==> config.mk <==
export PLATFORM = sky130hd
export DESIGN_NAME = mult_scheduler
export DESIGN_NICKNAME = d
export VERILOG_FILES = /design/src/rtl/mult_pkg.sv /design/src/rtl/mult_rr_arb.sv /design/src/rtl/mult_scheduler.sv
export SDC_FILE = /design/constraint.sdc
export NUM_CORES = 1
export LEC_CHECK = 0
export BUFFER_PORTS_ARGS = -buffer_cell sky130_fd_sc_hd__buf_2
export CORE_AREA = 4 4 41 43
export CTS_BUF_LIST = sky130_fd_sc_hd__clkbuf_4
export CTS_CLUSTER_DIAMETER = 30
export CTS_CLUSTER_SIZE = 20
export DETAILED_ROUTE_END_ITERATION = 8
export DIE_AREA = 0 0 45 47
export GPL_ROUTABILITY_DRIVEN = 0
export GPL_TIMING_DRIVEN = 0
export MAX_ROUTING_LAYER = met4
export SETUP_SLACK_MARGIN = 0.5
export SKIP_CTS_REPAIR_TIMING = 1
export SLEW_MARGIN = 20
export SYNTH_ARGS = -nofsm -noshare
export SYNTH_HDL_FRONTEND = slang
export SYNTH_SLANG_ARGS = --single-unit
export TNS_END_PERCENT = 50
==> constraint.sdc <==
create_clock -name Clk -period 1.29 [get_ports Clk]
set_clock_uncertainty 0.05 [all_clocks]
set_input_delay 0 -clock Clk [delete_from_list [all_inputs] [get_ports Clk]]
set_output_delay 0 -clock Clk [all_outputs]
set_load 0.05 [all_outputs]
==> src/rtl/mult_pkg.sv <==
// Shared constants for the shift-add multiplier scheduler: default operand
// width and the FSM state encoding used by the scheduler and its bench.
package mult_pkg;

  localparam int N_DEF = 4;

  localparam logic [2:0] ST_IDLE  = 3'd0;
  localparam logic [2:0] ST_LOAD  = 3'd1;
  localparam logic [2:0] ST_CHECK = 3'd2;
  localparam logic [2:0] ST_ADDED = 3'd3;
  localparam logic [2:0] ST_DONE  = 3'd4;

endpackage

==> src/rtl/mult_rr_arb.sv <==
// Two-requester round-robin arbiter: a 1-bit priority pointer breaks ties,
// and it hands priority to the other requester when an operation retires.
module mult_rr_arb (
  input  logic clk,
  input  logic reset,
  input  logic req0,
  input  logic req1,
  input  logic advance,
  input  logic owner,
  output logic win
);

  logic ptr;

  // Pointer moves to the requester that did not own the finished operation.
  always_ff @(posedge clk) begin
    if (reset) begin
      ptr <= 1'b0;
    end else if (advance) begin
      ptr <= ~owner;
    end
  end

  // A lone request wins outright; a tie goes to the pointer.
  always_comb begin
    win = ptr;
    if (req0 && !req1) begin
      win = 1'b0;
    end else if (!req0 && req1) begin
      win = 1'b1;
    end
  end

endmodule

==> src/rtl/mult_scheduler.sv <==
// Control unit for a shared shift-add multiplier serving two requesters:
// round-robin grant, then Load / (Ad, Sh)* / Done sequencing over N bits.
module mult_scheduler
  import mult_pkg::*;
#(
  parameter int N = N_DEF
) (
  input  logic Clk,
  input  logic reset,
  input  logic Req0,
  input  logic Req1,
  input  logic M,
  output logic Gnt0,
  output logic Gnt1,
  output logic Sel,
  output logic Load,
  output logic Ad,
  output logic Sh,
  output logic Idle,
  output logic Done0,
  output logic Done1
);

  localparam int CNT_W = $clog2(N);
  localparam logic [CNT_W-1:0] CNT_LAST = CNT_W'(N - 1);

  logic [2:0]       state;
  logic [2:0]       state_nxt;
  logic             sel;
  logic [CNT_W-1:0] cnt;
  logic             win;
  logic             any_req;
  logic             busy;

  assign any_req = Req0 || Req1;

  mult_rr_arb u_arb (
    .clk     (Clk),
    .reset   (reset),
    .req0    (Req0),
    .req1    (Req1),
    .advance (state == ST_DONE),
    .owner   (sel),
    .win     (win)
  );

  // State register; reset aborts any operation in flight.
  always_ff @(posedge Clk) begin
    if (reset) begin
      state <= ST_IDLE;
    end else begin
      state <= state_nxt;
    end
  end

  // Owner select latched on grant and shift counter, held through the operation.
  always_ff @(posedge Clk) begin
    if (reset) begin
      sel <= 1'b0;
      cnt <= '0;
    end else begin
      if (state == ST_IDLE && any_req) begin
        sel <= win;
      end
      if (state == ST_LOAD) begin
        cnt <= '0;
      end else if (Sh) begin
        cnt <= cnt + CNT_W'(1);
      end
    end
  end

  // Next-state logic; a shift on the last bit position ends the operation.
  always_comb begin
    state_nxt = state;
    case (state)
      ST_IDLE:  state_nxt = any_req ? ST_LOAD : ST_IDLE;
      ST_LOAD:  state_nxt = ST_CHECK;
      ST_CHECK: begin
        if (M) begin
          state_nxt = ST_ADDED;
        end else begin
          state_nxt = (cnt == CNT_LAST) ? ST_DONE : ST_CHECK;
        end
      end
      ST_ADDED: state_nxt = (cnt == CNT_LAST) ? ST_DONE : ST_CHECK;
      ST_DONE:  state_nxt = ST_IDLE;
      default:  state_nxt = ST_IDLE;
    endcase
  end

  // Output decode from registered state, owner select and the multiplier LSB.
  always_comb begin
    busy  = (state == ST_LOAD) || (state == ST_CHECK) ||
            (state == ST_ADDED) || (state == ST_DONE);
    Idle  = (state == ST_IDLE);
    Load  = (state == ST_LOAD);
    Ad    = (state == ST_CHECK) && M;
    Sh    = (state == ST_ADDED) || ((state == ST_CHECK) && !M);
    Gnt0  = busy && !sel;
    Gnt1  = busy && sel;
    Done0 = (state == ST_DONE) && !sel;
    Done1 = (state == ST_DONE) && sel;
    Sel   = sel;
  end

endmodule

==> flow_metrics.tcl <==
set metrics [dict create \
    fillers 120 \
    peakVddDrop_v 0.0005473 \
    leakagePower_nw 0.2826 \
    post_synth.cell_area_avg_sq_um 8.729 \
    die_height_um 47 \
    cp.arrival_ns 1.25 \
    end_kind "primary output" \
    slowest_delay_ns 0.38 \
    die_area_sq_um 2115 \
    p_total_mw 0.7776 \
    p_sw_mw 0.2869 \
    synthCells 43 \
    crit_chain "nor2_4 > xor2_4 > nor2_4 > buf_6" \
    worstRegToRegCells 4 \
    p_int_mw 0.4907 \
    place_inst 71 \
    cts_tree "built" \
    worstSkewPairLatency_ns 0.26 \
    min_path_cells 3 \
    start_util_pct 28.85 \
    grt_overflow_total 0 \
    crit_required_ns 1.24 \
    seqPwrFrac_pct 32.9 \
    synth_top_family_by_area "simple AND/OR/NAND/NOR gates" \
    ant_nets 0 \
    setup_slack_ns -0.01138 \
    synth_fa_ha_area_share_pct 3.333 \
    whs_endpoint "state[0]" \
    min_period_over_period_pct 100.9 \
    synthDistinctLibCells 24 \
    hold_class "input port to flip-flop" \
    comb_power_share_pct 37.6 \
    min-delay-start "reset" \
    core_region_area_sq_um 1301 \
    fmax_ghz 0.7684 \
    ys_warn_count 0 \
    place.port_buffers 13 \
    fin_nets 71 \
    synthSimpleGateAreaFrac_pct 36.33 \
    rsz0062_at_grt "yes" \
    hold_ws_ns -0.02478 \
    synth.net_count 49 \
    max_slew_margin_pct 75.00 \
    setup-tns-final_ns -0.01793 \
    cp_slowest_cell "dfxtp_4" \
    worst_pin_slew_ns 0.3743 \
    final_common_cell "buf_6" \
    startpoint_type "flip-flop" \
    vias_per_cell 4.937 \
    grt_pass1_vias 331 \
    ys_seq_area_share_pct 37.33 \
    violations "hold timing, setup timing" \
    seq_area_sq_um 150.1 \
    final_cell_mix "buf_6 (5), buf_8 (4), nor2_4 (4), clkbuf_4 (4), buf_2 (4)" \
    crit_type "flip-flop to primary output" \
    ys_ff_latch 7 \
    h-tree-depth 1 \
    grt_max_degree 10 \
    synth_compound_area_share_pct 16.67 \
    fin_util_pct 53.17 \
    hold_violations 2 \
    row_count 13 \
    ioPinCount 14 \
    fin_cells 79 \
    clock-sinks 7 \
    postLayoutCellArea_sq_um 691.9 \
    die_w_um 45 \
    setup_viol 2 \
    grt_util_all_layers_pct 9.992 \
    period_minus_slack_ns 1.301 \
    cellPowerDensity_nw_per_um2 1124 \
    clk_pin_slew_ns 0.05 \
    cts_root_buffer "clkbuf_4" \
    status "finished with violations" \
    multi_input_comb_area_sq_um 310.3 \
    r2r-start "state[2]" \
    antenna_found_initial 0 \
    drt_iter0_markers 9 \
    insertedDiodeCount 0 \
    crit_fanout 6 \
    critical-path-top-delay-family "flip-flops" \
    crit_path_frequent_cell "nor2_4" \
    path_buf_inv 1 \
    syn_to_final_growth_pct 84.33 \
    drv_cap 0 \
    p_sw_share_pct 36.89 \
    grt_pass1_wl_um 1435 \
    dr.pass1.iters 4 \
    wl_um 1011 \
    synth_xor_area_share_pct 2.333 \
    cts_buffers 3 \
    drc 0 \
    vias 390 \
    dpl.hpwl_um 634.5 \
    cts_buffer_depth 2 \
    dpl-instance-area_sq_um 508.0 \
    drive_above_1_share_pct 64.06 \
    maxSlewViolCount 0 \
    p_clk_share_pct 29.5 \
    netlist_area_sq_um 375.4 \
    ff2ff_setup_slack_ns 0.09 \
    synthMuxAreaShare_pct 0 \
    wl_per_cell_um 12.80 \
    rr_endpoint "cnt[0]" \
]
==> per-layer routing <==
layer | vias to the layer above | global-route usage [%] | share of wire, %
met5 | - | - | 0
li1 | 192 | - | -
met1 | 183 | 12.64 | 44
met4 | 0 | 5.263 | 2.3
met2 | 13 | 13.84 | 50
met3 | 2 | 3.448 | 3.5
==> state kept, by name (all words and copies together), names as in the netlist <==
name and cells:
state 3, cnt 2, u_arb.ptr 1, Sel 1
==> power by group through the flow <==
stage / logic [mW] / clock network (mW) / registers [mW]
floorplan: 0.171 / 0 / 0.261
global placement: 0.220 / 0 / 0.256
detailed placement: 0.221 / 0 / 0.257
CTS: 0.222 / 0.236 / 0.252
global route: 0.309 / 0.247 / 0.257
finish: 0.293 / 0.229 / 0.256
==> how the worst max path moves through the flow <==
stage,from,end,slack [ns],depth (start not counted)
CTS,state[1],Gnt0,-0.33,4
detailed placement,state[1],Gnt0,-0.04,4
global route,state[1],Gnt0,-0.06,4
finish,state[1],Gnt1,-0.01,4
global placement,state[1],Gnt0,-0.04,4
floorplan,state[2],cnt[1],-0.06,4
==> worst register-to-register path, cell delays in order (launching register included) <==
cell and delay (ns):
dfxtp_2 0.32, buf_8 0.14, nand2b_4 0.18, or3_4 0.34, a21oi_2 0.12
==> layout make-up <==
class | count | area share [%]
Sequential cell | 7 | 21.70
Buffer | 1 | 2.170
Clock buffer | 4 | 4.340
Multi-Input combinational cell | 34 | 44.85
Inverter | 1 | 0.5425
Tap cell | 15 | 2.712
Timing Repair Buffer | 17 | 23.69
==> synthesized netlist by cell type (all sizes together) <==
master / instances / area share, %
inv: 1 / 1.0
and2: 1 / 1.7
nand3: 2 / 2.7
o21a: 2 / 4.0
or3: 1 / 1.7
a21o: 1 / 2.0
a31oi: 1 / 1.7
buf: 1 / 3.0
o21ai: 2 / 2.7
nor3b: 1 / 2.0
xor2: 1 / 2.3
or2: 1 / 1.7
and3: 3 / 6.3
nor2: 6 / 6.0
dfxtp: 7 / 37
nor3: 2 / 4.0
ha: 1 / 3.3
a21oi: 4 / 6.3
nand2b: 3 / 7.0
nor2b: 2 / 3.3
==> stage by stage <==
stage / hold slack [ns] / setup WS, ns
final: -0.02478 / -0.01138
after global routing: -0.01063 / -0.06245
after CTS: -0.1040 / -0.3278
after detailed placement: 0.1571 / -0.03852
after global placement: 0.1561 / -0.03554
after floorplan: 0.01165 / -0.06218
==> kinds of logic after synthesis <==
kind of cell / Yosys count
AO/OA/AOI/OAI: 10
XOR/XNOR: 1
adder cells (fa/ha/maj): 1
buffers and inverters: 2
flip-flops: 7
AND/OR/NAND/NOR: 22
Note: power is estimated with default switching activity, not from simulation.
